File: src/rtl/s298_bist_ctrl.sv
// BIST sequencer for the s298 core: clears the CUT, drives LFSR patterns,
// compacts the six CUT outputs into a 16-bit MISR and flags a golden-signature match.
module s298_bist_ctrl #(
  parameter int          N_PATTERNS  = 255,
  parameter int          INIT_CYCLES = 2,
  parameter logic [15:0] GOLDEN_SIG  = 16'h0000
) (
  input  logic        CK,
  input  logic        RN,
  input  logic        START,
  input  logic        ABORT,
  input  logic [5:0]  CUT_RESP,
  output logic        CUT_G0,
  output logic        CUT_G1,
  output logic        CUT_G2,
  output logic        BUSY,
  output logic        DONE,
  output logic        PASS,
  output logic [15:0] SIGNATURE
);

  typedef enum logic [2:0] {
    S_IDLE,
    S_INIT,
    S_TEST,
    S_FLUSH,
    S_DONE
  } state_t;

  localparam logic [15:0] PCNT_LAST = 16'(N_PATTERNS - 1);
  localparam logic [3:0]  ICNT_LAST = 4'(INIT_CYCLES - 1);

  state_t      state, state_nx;
  logic [7:0]  lfsr, lfsr_nx;
  logic [15:0] misr, misr_nx;
  logic [15:0] pcnt, pcnt_nx;
  logic [3:0]  icnt, icnt_nx;
  logic        pass_q, pass_nx;

  function automatic logic [7:0] lfsr_step(input logic [7:0] l);
    return {l[6:0], l[7] ^ l[5] ^ l[4] ^ l[3]};
  endfunction

  function automatic logic [15:0] misr_step(input logic [15:0] m, input logic [5:0] r);
    return {m[14:0], m[15] ^ m[14] ^ m[12] ^ m[3]} ^ {10'b0, r};
  endfunction

  always_ff @(posedge CK or negedge RN) begin
    if (!RN) begin
      state  <= S_IDLE;
      lfsr   <= 8'h01;
      misr   <= '0;
      pcnt   <= '0;
      icnt   <= '0;
      pass_q <= 1'b0;
    end else begin
      state  <= state_nx;
      lfsr   <= lfsr_nx;
      misr   <= misr_nx;
      pcnt   <= pcnt_nx;
      icnt   <= icnt_nx;
      pass_q <= pass_nx;
    end
  end

  always_comb begin
    state_nx = state;
    lfsr_nx  = lfsr;
    misr_nx  = misr;
    pcnt_nx  = pcnt;
    icnt_nx  = icnt;

    case (state)
      S_IDLE, S_DONE: begin
        if (START) begin
          state_nx = S_INIT;
          lfsr_nx  = 8'h01;
          misr_nx  = '0;
          pcnt_nx  = '0;
          icnt_nx  = '0;
        end
      end
      S_INIT: begin
        icnt_nx = icnt + 4'd1;
        if (icnt == ICNT_LAST) state_nx = S_TEST;
      end
      S_TEST: begin
        lfsr_nx = lfsr_step(lfsr);
        pcnt_nx = pcnt + 16'd1;
        // CUT responds one cycle late, so the first TEST cycle has nothing to capture
        if (pcnt != '0) misr_nx = misr_step(misr, CUT_RESP);
        if (pcnt == PCNT_LAST) state_nx = S_FLUSH;
      end
      S_FLUSH: begin
        misr_nx  = misr_step(misr, CUT_RESP);
        state_nx = S_DONE;
      end
      default: state_nx = S_IDLE;
    endcase

    if (ABORT) begin
      state_nx = S_IDLE;
      lfsr_nx  = lfsr;
      misr_nx  = misr;
      pcnt_nx  = pcnt;
      icnt_nx  = icnt;
    end

    // PASS is registered alongside the DONE state so it never glitches
    pass_nx = (state_nx == S_DONE) && (misr_nx == GOLDEN_SIG);
  end

  always_comb begin
    CUT_G0 = 1'b0;
    CUT_G1 = 1'b0;
    CUT_G2 = 1'b0;
    case (state)
      S_INIT: CUT_G0 = 1'b1;
      S_TEST: {CUT_G2, CUT_G1, CUT_G0} = lfsr[2:0];
      default: ;
    endcase
  end

  assign BUSY      = (state == S_INIT) || (state == S_TEST) || (state == S_FLUSH);
  assign DONE      = (state == S_DONE);
  assign PASS      = pass_q;
  assign SIGNATURE = misr;

endmodule

File: config.mk
export PLATFORM = sky130hd
export DESIGN_NAME = s298_bist_ctrl
export DESIGN_NICKNAME = d
export VERILOG_FILES = /design/src/rtl/s298_bist_ctrl.sv
export SDC_FILE = /design/constraint.sdc
export NUM_CORES = 1
export LEC_CHECK = 0
export ABC_AREA = 1
export CORE_MARGIN = 2
export CORE_UTILIZATION = 56
export CTS_CLUSTER_SIZE = 12
export DETAILED_ROUTE_END_ITERATION = 12
export GPL_TIMING_DRIVEN = 0
export PLACE_DENSITY = 0.78
export SLEW_MARGIN = 20
export SYNTH_ARGS = -nofsm -noshare
export SYNTH_HDL_FRONTEND = slang
export SYNTH_SLANG_ARGS = --single-unit
File: constraint.sdc
create_clock -name CK -period 2.3 [get_ports CK]
set_clock_uncertainty 0.15 [all_clocks]
set_input_delay 0.46 -clock CK [delete_from_list [all_inputs] [get_ports CK]]
set_output_delay 0.46 -clock CK [all_outputs]
set_load 0.01 [all_outputs]
==> qor.csv <==
stage,metric,value,unit
route,final_antenna_net_count,0,
synth,avgSynthCellArea,7.93,um^2
clocking,cts-root-buf,clkbuf_8,
critical_path,critPathTopFamily,buffers and inverters,
sta,fmax,453,MHz
route,drc_errors,0,
global_route,grt_pass1_wl,9740,um
min_path,hp-class,in2reg,
route,avgViaCountPerCell,5.36,
job,drv_cap,0,
critical_path,critPathLaunchType,flop,
critical_path,crit_fanout,5,
synth,synth_cells,335,
die,initial_core_util,0.570,
clocking,numCtsBuffers,5,
cells_and_area,final_common_cell,nand2_1,
sta,fin_crit_sh,0.960,
die,die_h,72.9,um
power,vdd_ir_drop_max,418,uV
critical_path,cp.arrival,1600,ps
global_route,grt_pass1_vias,2174,
synth,synth_top_area_frac,0.443,
die,die_width,72.9,um
clocking,clock_latency,310,ps
placed_design,place.gp.congestion,0.825,
die,core_area,4660,um^2
global_route,grt_max_degree,29,
synth,syn_nets,350,
route,vias,2320,
critical_path,max_stage_delay,550,ps
synth,ys_ff_latch,48,
global_route,met2_usage,0.380,
cells_and_area,drive_gt1_frac,0.106,
synth,syn-cell-area,2660,um^2
placed_design,hpwl,4220,um
synth,ys_seq_area_frac,0.453,
route,wl_per_cell,13.2,um
sta,max_slew_margin,0.665,
global_route,grt_use_total,0.235,
clocking,cts_buffer_depth,2,
clocking,cts.sink_count,48,
sta,finalCriticalPeriod,2210,ps
global_route,use_met1,0.331,
synth,yosysTopAreaCell,dfrtp_1,
cells_and_area,fin_area,3190,um^2
global_route,antenna_found_initial,0,
sta,finalHoldViolCount,0,
die,std_cell_rows,25,
cells_and_area,syn_to_final_growth,19.9,%
sta,finalMaxSlewViolations,0,
power,p_total,0.00183,W
cells_and_area,multiInputGateArea,1220,um^2
cells_and_area,final_cell_mix,"65 x nand2_1, 57 x inv_1, 46 x dfrtp_1",
critical_path,cp_num_buf_inv,2,
power,powerDensity,576,nW/um^2
global_route,use_met3,0.0428,
route,drt_iter0_markers,234,
cells_and_area,nNetsFinal,393,
placed_design,placed_area,3040,um^2
status,status,completed,
critical_path,slowest_stage,clkdlybuf4s50_1,
global_route,overflow,0,
critical_path,critPathCaptureType,output port,
route,drt-total-wl,5720,um
clocking,cts_tree,done,
cells_and_area,diodes,0,
power,p_leak,1.54,nW
critical_path,cp_cell_sequence,nor2_4 > buf_4 > nor2_1 > clkdlybuf4s50_1,
global_route,top_usage_layer,met2,
cells_and_area,register_area,1200,um^2
route,drt-pass1-iter-count,5,
critical_path,path_class,reg2out,
clocking,path_clk_slew,80,ps
die,io_pins,32,
sta,tightest_slew,502,ps
synth,ys.warnings.count,0,
sta,rsz0062_at_grt,false,
synth,synth.distinct_cells,32,
clocking,h-tree-depth,2,
sta,setup_viol,0,
die,die_area,5310,um^2
critical_path,required,1690,ps
placed_design,portBuffers,30,
cells_and_area,fill_cells,402,
synth,synth_area_leaders,"dfrtp_1 44%, nand2_1 9.2%, inv_1 8.1%",
path summary, 6_finish.rpt:
check	slack, ps	to	depth (start not counted)	startpoint
max	90	BUSY	4	state[0]
min	350	state[1]	2	ABORT
max reg2reg	180	PASS	13	pcnt[0]
min reg2reg	370	lfsr[7]	2	lfsr[7]
max in group asynchronous	980	SIGNATURE[2]	3	RN
min in group asynchronous	500	lfsr[4]	2	RN
per-stage QoR:
step	instances	hold WS [ps]	TNS, ps	util	setup WS [ps]
after floorplan	335	14.4	0	-	453
after global placement	419	342	-35610	0.649	-744
after detailed placement	420	298	-742	0.652	-165
after CTS	431	359	0	0.677	17.7
after global routing	433	379	0	0.683	24.3
final	433	354	0	0.683	92.6
layer usage:
| metal | part of all wire | vias up |
|---|---|---|
| met5 | 0 | - |
| met4 | 0.0096 | 0 |
| met3 | 0.040 | 7 |
| met2 | 0.48 | 45 |
| met1 | 0.47 | 1109 |
| li1 | - | 1159 |
repair_timing:
action,in CTS,in global routing
buffers inserted,2,2
endpoints found under the setup margin,4,4
resized for setup,4,10
hold buffers,1,0
pin swaps,2,1
endpoints found under the hold margin,19,0
cloned,0,0
synthesized netlist by cell type:
cell / count
a21boi_0: 3
a21oi_1: 9
a21oi_4: 2
a22oi_1: 1
a31oi_1: 1
buf_2: 3
buf_6: 1
clkbuf_2: 1
clkinv_1: 1
dfrtp_1: 47
dfstp_2: 1
ha_1: 5
inv_1: 57
inv_2: 1
nand2_1: 65
nand2_2: 3
nand3_1: 20
nand3_4: 1
nand4_1: 13
nor2_1: 38
nor2_2: 2
nor2_4: 3
nor3_1: 8
nor3b_1: 3
nor4_1: 2
o211a_1: 1
o211ai_1: 1
o21ai_0: 23
o21ai_4: 2
o22ai_1: 6
xnor2_1: 3
xor2_1: 8
state kept, by name, indices dropped and copies added, names as in the netlist:
register / count
PASS: 1
SIGNATURE: 16
icnt: 4
lfsr: 8
pcnt: 16
state: 3
layout make-up:
cell class | count | share of cell area
sequential | 48 | 0.378
buffer | 5 | 0.0106
clock buffer | 6 | 0.0259
clock inverter | 2 | 0.00314
inverter | 59 | 0.0695
tap | 54 | 0.0212
multi-input combinational | 223 | 0.382
timing repair buffer | 36 | 0.110
logic make-up after synthesis:
group / share of synthesized area
AO/OA/AOI/OAI: 0.119
XOR/XNOR: 0.0363
adder cells (fa/ha/maj): 0.0236
buffers and inverters: 0.0951
flip-flops: 0.453
AND/OR/NAND/NOR: 0.273
power breakdown:
group          switching (W)  leakage, nW  total, W  internal (W)
logic               0.000248        0.831  0.000399      0.000151
clock network       0.000280       0.0510  0.000520      0.000240
registers          0.0000352        0.663  0.000914      0.000879
No activity file was read; power rests on OpenSTA's default activity.
